$ cat config.mk
export PLATFORM = sky130hd
export DESIGN_NAME = rng_sequencer
export DESIGN_NICKNAME = d
export VERILOG_FILES = /design/src/rtl/rng_sequencer_pkg.sv /design/src/rtl/rng_sequencer_lfsr_gen.sv /design/src/rtl/rng_sequencer.sv
export SDC_FILE = /design/constraint.sdc
export NUM_CORES = 1
export LEC_CHECK = 0
export CAP_MARGIN = 20
export CORE_ASPECT_RATIO = 2
export CORE_MARGIN = 1.5
export CORE_UTILIZATION = 38
export CTS_CLUSTER_SIZE = 12
export DETAILED_ROUTE_END_ITERATION = 6
export PLACE_DENSITY_LB_ADDON = 0.2
export REMOVE_ABC_BUFFERS = 1
export SLEW_MARGIN = 10
export SYNTH_ARGS = -nofsm -noshare
export SYNTH_HDL_FRONTEND = slang
export SYNTH_SLANG_ARGS = --single-unit
$ cat constraint.sdc
create_clock -name clk -period 2.93 [get_ports clk]
set_clock_uncertainty 0.05 [all_clocks]
set_input_delay 0.586 -clock clk [delete_from_list [all_inputs] [get_ports clk]]
set_output_delay 0.586 -clock clk [all_outputs]
set_load 0.05 [all_outputs]
$ cat src/rtl/rng_sequencer_pkg.sv
// rng_pkg: shared defaults and width helper for the random-digit sequencer
package rng_pkg;
    localparam logic [15:0] DEFAULT_SEED = 16'hACE1;
    localparam logic [15:0] DEFAULT_TAPS = 16'hB400;
    function automatic int count_w(input int depth);
        return $clog2(depth + 1);
    endfunction
endpackage

$ cat src/rtl/rng_sequencer_lfsr_gen.sv
// lfsr_gen: free-running Galois LFSR whose reset state is never zero
module lfsr_gen #(
    parameter int LFSR_W = 16,
    parameter logic [LFSR_W-1:0] TAPS = 16'hB400,
    parameter logic [LFSR_W-1:0] SEED = 16'hACE1
) (
    input  logic              clk,
    input  logic              rst,
    output logic [LFSR_W-1:0] state
);
    localparam logic [LFSR_W-1:0] INIT = (SEED == '0) ? LFSR_W'(1) : SEED;
    always_ff @(posedge clk) begin
        if (rst) state <= INIT;
        else state <= (state >> 1) ^ ({LFSR_W{state[0]}} & TAPS);
    end
endmodule

$ cat src/rtl/rng_sequencer.sv
// rng_sequencer: captures LFSR digits on authorised presses and plays them back in order
module rng_sequencer import rng_pkg::*; #(
    parameter int WIDTH = 4,
    parameter int LFSR_W = 16,
    parameter logic [LFSR_W-1:0] TAPS = DEFAULT_TAPS,
    parameter logic [LFSR_W-1:0] SEED = DEFAULT_SEED,
    parameter int DEPTH = 8
) (
    input  logic                        clk,
    input  logic                        rst,
    input  logic                        button_pulse,
    input  logic                        auth_bit,
    input  logic                        clear,
    input  logic                        rd_en,
    input  logic                        rd_rewind,
    output logic [WIDTH-1:0]            random_num,
    output logic                        enable,
    output logic [WIDTH-1:0]            rd_data,
    output logic                        rd_valid,
    output logic [count_w(DEPTH)-1:0]   count,
    output logic                        full,
    output logic                        empty
);
    localparam int CW = count_w(DEPTH);
    localparam int AW = $clog2(DEPTH);
    logic [LFSR_W-1:0] lfsr;
    logic [WIDTH-1:0]  mem [DEPTH];
    logic [CW-1:0]     rd_ptr;
    logic [WIDTH-1:0]  digit;
    logic              cap, rd_ok;
    lfsr_gen #(.LFSR_W(LFSR_W), .TAPS(TAPS), .SEED(SEED)) u_lfsr (
        .clk(clk),
        .rst(rst),
        .state(lfsr)
    );
    always_comb begin
        digit = lfsr[WIDTH-1:0];
        full  = count == CW'(DEPTH);
        empty = count == '0;
        cap   = button_pulse & auth_bit & ~full & ~clear;
        rd_ok = rd_en & ~rd_rewind & ~clear & (rd_ptr < count);
    end
    always_ff @(posedge clk) begin
        if (cap) mem[count[AW-1:0]] <= digit;
    end
    // reads compare against the pre-capture count, so a same-cycle write is never returned
    always_ff @(posedge clk) begin
        if (rst) begin
            count      <= '0;
            rd_ptr     <= '0;
            random_num <= '0;
            enable     <= 1'b0;
            rd_data    <= '0;
            rd_valid   <= 1'b0;
        end else begin
            enable   <= cap;
            rd_valid <= rd_ok;
            if (cap) random_num <= digit;
            if (rd_ok) rd_data <= mem[rd_ptr[AW-1:0]];
            if (clear) begin
                count  <= '0;
                rd_ptr <= '0;
            end else begin
                if (cap) count <= count + CW'(1);
                if (rd_rewind) rd_ptr <= '0;
                else if (rd_ok) rd_ptr <= rd_ptr + CW'(1);
            end
        end
    end
endmodule

== Word-level counts from Yosys, hierarchy flattened ==
Memory sizes are Yosys's and may differ from the RTL's. A register that Yosys moved wholly into a read port is not among the register bits.
Cells that the tools add are included.
Widths: inputs -> output; s select.

* Add/sub/neg operators: 2
* Magnitude comparators: 1
* Eq/ne operators: 1
* Muxes and demuxes: 2
* Bitwise logic cells: 10
* Reduce and logical (&&, ||, !) cells: 3

{| class="wikitable"
|+ Operators with widths
! operator !! count
|-
| $xor 15x16->16 || 1
|-
| $add 4x1->4 const B || 2
|-
| $and 1x1->1 || 6
|-
| $eq 4x4->1 const B || 1
|-
| $logic_not 4->1 || 1
|-
| $lt 4x4->1 || 1
|-
| $not 1->1 || 3
|-
| $reduce_or 3->1 || 1
|-
| $mux 1 || 2
|-
| $reduce_or 2->1 || 1
|}

* Register bits after elaboration: 30
* RAM bits: 32
* Input port bits: 7
* Output and inout port bits: 16
* Word-level logic and storage cells: 26
* Memories kept: 1

{| class="wikitable"
|+ Memories
! name !! words !! width !! rd ports !! clocked after memory_dff !! wr ports !! RTL line !! source
|-
| mem || 8 || 4 || 1 || 1 || 1 || rng_sequencer.sv:27 || <nowiki>logic [WIDTH-1:0] mem [DEPTH];</nowiki>
|}

== Logic depth before layout (Yosys ltp) ==
* Depth in word-level cells: 6
* Gate-level depth with buffers: 7
* Mapped depth without buffers: 6

== Hierarchy ==
Synthesis repeated with hierarchy kept, for this count alone.

* Cells, all modules: 194
* Area total of the unflattened synthesis: 2647.5 µm²

{| class="wikitable"
|+ By module, submodules not included
! module !! times used !! cells an instance !! area each (µm²) !! sequential area each (µm²)
|-
| rng_sequencer || 1 || 158 || 2184.6 || 1321.3
|-
| lfsr_gen || 1 || 36 || 462.9 || 320.3
|}

== Least setup slack after synthesis ==
OpenSTA, ideal clock, no wires.

* Path kind: register -> register
* From: register count[1]
* To: memory mem[0][0], enable pin
* Library setup time: 0.362 ns
* Arrival: 2.062 ns
* Data required time: 2.518 ns
* Setup slack: 0.457 ns
* Cell stages (with the launch flop): 8
* Path buffers: 1
* Clock period less this slack: 2.473 ns
* Cell sequence: dfxtp_1 > inv_1 > ha_1 > nand3b_1 > and2_1 > buf_2 > nand2_1 > nor3_1

* Longest elaborated chain between the ends: 6

{| class="wikitable"
|+ Ends and longest elaborated chain
! element !! RTL line !! source
|-
| start, declared || rng_sequencer.sv:20 || <nowiki>output logic [count_w(DEPTH)-1:0] count,</nowiki>
|-
| start signal, assigned || rng_sequencer.sv:64 || <nowiki>if (cap) count <= count + CW'(1);</nowiki>
|-
| $eq 4x4->1 || rng_sequencer.sv:38 || <nowiki>full = count == CW'(DEPTH);</nowiki>
|-
| $not 1->1 || rng_sequencer.sv:40 || <nowiki>cap = button_pulse & auth_bit & ~full & ~clear;</nowiki>
|-
| $and 1x1->1 (2 in a row) || rng_sequencer.sv:40 ||
|-
| $mux 1 || rng_sequencer.sv:44 || <nowiki>if (cap) mem[count[AW-1:0]] <= digit;</nowiki>
|-
| $mux 1 (not written as such) || rng_sequencer.sv:44 ||
|-
| end, declared || rng_sequencer.sv:27 ||
|}

Parallel ways exist; a longest one is shown, timed or not.

== Worst setup path after layout ==
* From: register count[1]
* To: output full

* Longest elaborated chain between the ends: 1

{| class="wikitable"
|+ Ends and longest elaborated chain
! element !! RTL line !! source
|-
| $eq 4x4->1 || rng_sequencer.sv:38 ||
|-
| end, declared || rng_sequencer.sv:21 || <nowiki>output logic full,</nowiki>
|}

No other way between the ends.

==> impl_table.tex <==
\begin{tabular}{lr}
\hline
Metric & Value \\
\hline
\multicolumn{2}{l}{\textbf{STA}} \\
\quad FMAX & 360 MHz \\
\quad Time the worst path needs with I/O delays and setup & 2.78 ns \\
\quad Number of failing setup endpoints in the final timing report & 0 \\
\quad Final hold violation count & 0 \\
\quad Share of the cycle needed by the critical path after routing & 94.8\% \\
\quad Slew Limit Fails & 0 \\
\quad Total negative slack & 0 ns \\
\quad Worst relative slew slack & 50.4\% \\
\quad Tightest Pin Transition & 0.733 ns \\
\quad Unrepaired setup endpoints after global routing & false \\
\multicolumn{2}{l}{\textbf{Critical path}} \\
\quad Required time reported for the critical path endpoint & 2.29 ns \\
\quad Critical Path Fanout Max & 9 \\
\quad Worst path most repeated cell & sky130\_fd\_sc\_hd\_\_inv\_1 \\
\quad Critical Path Sink Type & output pin \\
\quad Crit path cell chain & inv\_1, ha\_1, nand3b\_1, inv\_1, clkdlybuf4s50\_1 \\
\quad Buffering stage count on the worst path with inverters included & 3 \\
\quad Delay-heaviest family, CP & buffers and inverters \\
\quad Element type at the critical path start & register \\
\quad Critical path class & reg -> out \\
\quad Data arrival time of the worst path & 2.14 ns \\
\quad Critical Path Max Stage Delay & 0.80 ns \\
\quad Crit-path slowest cell & sky130\_fd\_sc\_hd\_\_clkdlybuf4s50\_1 \\
\multicolumn{2}{l}{\textbf{Layout}} \\
\quad Number of non-filler instances in the completed layout & 319 \\
\quad Final core area utilization & a little under 50\% \\
\quad Post-route cell area & 0.00327 mm² \\
\quad Ratio of cells with drive above 1 in the final layout & $\sim$16\% \\
\quad Leading cell type in the layout, fill and taps excluded & sky130\_fd\_sc\_hd\_\_dfxtp\_1 \\
\quad Final net count & 239 \\
\quad Highest-count cells in the layout ignoring fill and taps & 34 x sky130\_fd\_sc\_hd\_\_dfxtp\_1, 32 x sky130\_fd\_sc\_hd\_\_edfxtp\_1, 22 x sky130\_fd\_sc\_hd\_\_clkdlybuf4s50\_1 \\
\quad FILL cells & 613 \\
\quad Inserted Diodes & 0 \\
\quad Layout overhead on the synthesized area & 24.7\% \\
\multicolumn{2}{l}{\textbf{Clock tree}} \\
\quad Clk slew on worst S/H paths & about 0.050 ns \\
\quad CTS tree & built \\
\quad Clock root cell & sky130\_fd\_sc\_hd\_\_clkbuf\_16 \\
\quad Number of buffers created by CTS & 9 \\
\quad Post CTS Setup Buffer Count & 0 \\
\quad Number of buffers between clock root and the deepest sink & 2 \\
\quad PostCTS Resize Cnt & 0 \\
\quad Number of hold buffers added after CTS & 0 \\
\quad Worst-Skew Late Latency & 0.33 ns \\
\quad Clock sink total & between 60 and 70 \\
\quad H-tree level count & 3 \\
\multicolumn{2}{l}{\textbf{Route}} \\
\quad Average wire length per cell after detail routing & 15.1 µm \\
\quad Number of design-rule violations left by the first detailed-router iteration & 26 \\
\quad Via total after detailed routing & 1550 \\
\quad Post-route DRC & 0 \\
\quad Detail-routed via count per cell & $\sim$4.9 \\
\quad Sum of routed wire length over all layers & 4.81 mm \\
\quad Post-route ant nets & 0 \\
\quad Number of iterations in the first detailed-routing pass & 4 \\
\multicolumn{2}{l}{\textbf{Placement}} \\
\quad Global placer's final weighted congestion & 0.755 \\
\quad Port-buffer cells & 22 \\
\quad Placed instance area & 0.00297 mm² \\
\quad Number of placed instances with taps included & 303 \\
\quad Estimated wirelength of the detail-placed design & 3.52 mm \\
\multicolumn{2}{l}{\textbf{Yosys}} \\
\quad Number of cells produced by synthesis & 194 \\
\quad Post-synthesis register bit count & 66 \\
\quad Number of synthesized flops with an enable pin & 32 \\
\quad Sequential element share of the synthesized area & 62.5\% \\
\quad Prevailing post-synth register cell & sky130\_fd\_sc\_hd\_\_dfxtp\_1 \\
\quad Unique cell type count in the Yosys netlist & 33 \\
\quad Synth warnings & 0 \\
\quad Synth Area per Inst & 13.5 µm² \\
\quad Async set-or-reset flop fraction in the synthesized netlist & 0\% \\
\quad Netlist Area Pre-Place & between 0.002 and 0.003 mm² \\
\multicolumn{2}{l}{\textbf{Floorplan}} \\
\quad Initial core utilization & 39.3\% \\
\quad I/O pin total & 23 \\
\quad Die width & 61.8 µm \\
\quad Overall die area & 0.00745 mm² \\
\quad Site Rows & 42 \\
\quad Vertical die dimension & approximately 120 µm \\
\quad Area of the core & 0.00667 mm² \\
\multicolumn{2}{l}{\textbf{GRT}} \\
\quad Number of antenna violations at the first check in global routing & 0 \\
\quad GRT overflow & 0 \\
\quad GRT Overall Usage & 15.6\% \\
\quad First-pass GRT wire length & 7.94 mm \\
\quad Maximum number of pins on one net before global-route repair & 27 \\
\quad Number of global-route vias before repair & 1615 \\
\multicolumn{2}{l}{\textbf{Run status}} \\
\quad Status & completed \\
\multicolumn{2}{l}{\textbf{Power}} \\
\quad P\_leak & $\sim$1.2 nW \\
\quad Highest ir drop seen on vdd & 0.000473 V \\
\quad Power density over the cells & 645 mW/mm² \\
\multicolumn{2}{l}{\textbf{Run}} \\
\quad Maximum capacitance violations & 0 \\
\multicolumn{2}{l}{\textbf{Min path}} \\
\quad Worst min path class & reg -> reg \\
\hline
\end{tabular}
## report_power, final
group          internal [mW]  switching, mW  total, mW
Combinational         0.0328         0.0342     0.0671
Sequential             0.986         0.0141       1.00
Clock                  0.691          0.352       1.04
Total                   1.71          0.401       2.11
## synthesized netlist by cell type (all sizes together) (2+ instances only)
cell type  number  area (µm²)
mux2i           7        70.1
mux4            8         210
buf             3        27.5
a21oi           6        30.0
clkbuf          7        26.3
inv            10        37.5
nand2b          3        18.8
nand2          10        37.5
or3             3        18.8
mux2            4        45.0
edfxtp         32         961
ha              6        75.1
nand3b          2        15.0
nor3            6        30.0
a211oi          8        60.1
nor2b           9        56.3
xnor2           5        43.8
nand4           2        12.5
dfxtp          34         681
and3            2        13.8
or2             7        43.8
nor2           11        41.3
## layer usage
metal / GRT usage [%] / routed length, µm
met1: 15.0 / 1720
met2: 26.7 / 2730
met3: 3.96 / 151
met4: 11.2 / 204
met5: 0 / 0
## layout make-up
cell class	count	area [µm²]	share of cell area (%)
clock buffer	15	299	9.14
clock inverter	1	5.00	0.153
inverter	10	37.5	1.15
multi-input combinational	108	892	27.3
sequential	66	1640	50.2
tap	88	110	3.36
timing repair buffer	31	288	8.79
## final timing paths
check	startpoint	endpoint	slack, ns	cells after the start
worst max-delay path	count[1]$_SDFFE_PP0P_	full	0.15	5
worst min-delay path	u_lfsr.state[7]$_SDFF_PP1_	u_lfsr.state[6]$_SDFF_PP1_	0.36	1
worst max register to register	count[1]$_SDFFE_PP0P_	mem[1][2]$_DFFE_PP_	0.79	8
worst min register to register	u_lfsr.state[7]$_SDFF_PP1_	u_lfsr.state[6]$_SDFF_PP1_	0.36	1
## flip-flops by register name, indices dropped and copies added (netlist names)
signal,flops
rd_valid,1
u_lfsr.state,16
enable,1
count,4
random_num,4
rd_ptr,4
mem,32
rd_data,4
## logic make-up (layout without fill, tap and decap cells)
group           after synthesis  after routing  synth area share, %
flops                        66             66                 62.5
simple gates                 60             60                 12.4
buf+inv                      20             57                 3.48
mux                          19             19                 12.4
compound gates               18             18                 4.62
fa+ha+maj                     6              6                 2.86
xor+xnor                      5              5                 1.67
## stage by stage
stage / worst slack (ns) / hold slack, ns / power (mW)
6_report: 0.153 / 0.360 / 2.11
5_1_grt: 0.0732 / 0.374 / 2.19
4_1_cts: 0.137 / 0.364 / 2.14
3_5_place_dp: 0.492 / 0.349 / 1.09
3_3_place_gp: 0.495 / 0.346 / 1.09
2_1_floorplan: 0.408 / 0.339 / 1.05
No activity file was read; power rests on OpenSTA's default activity.
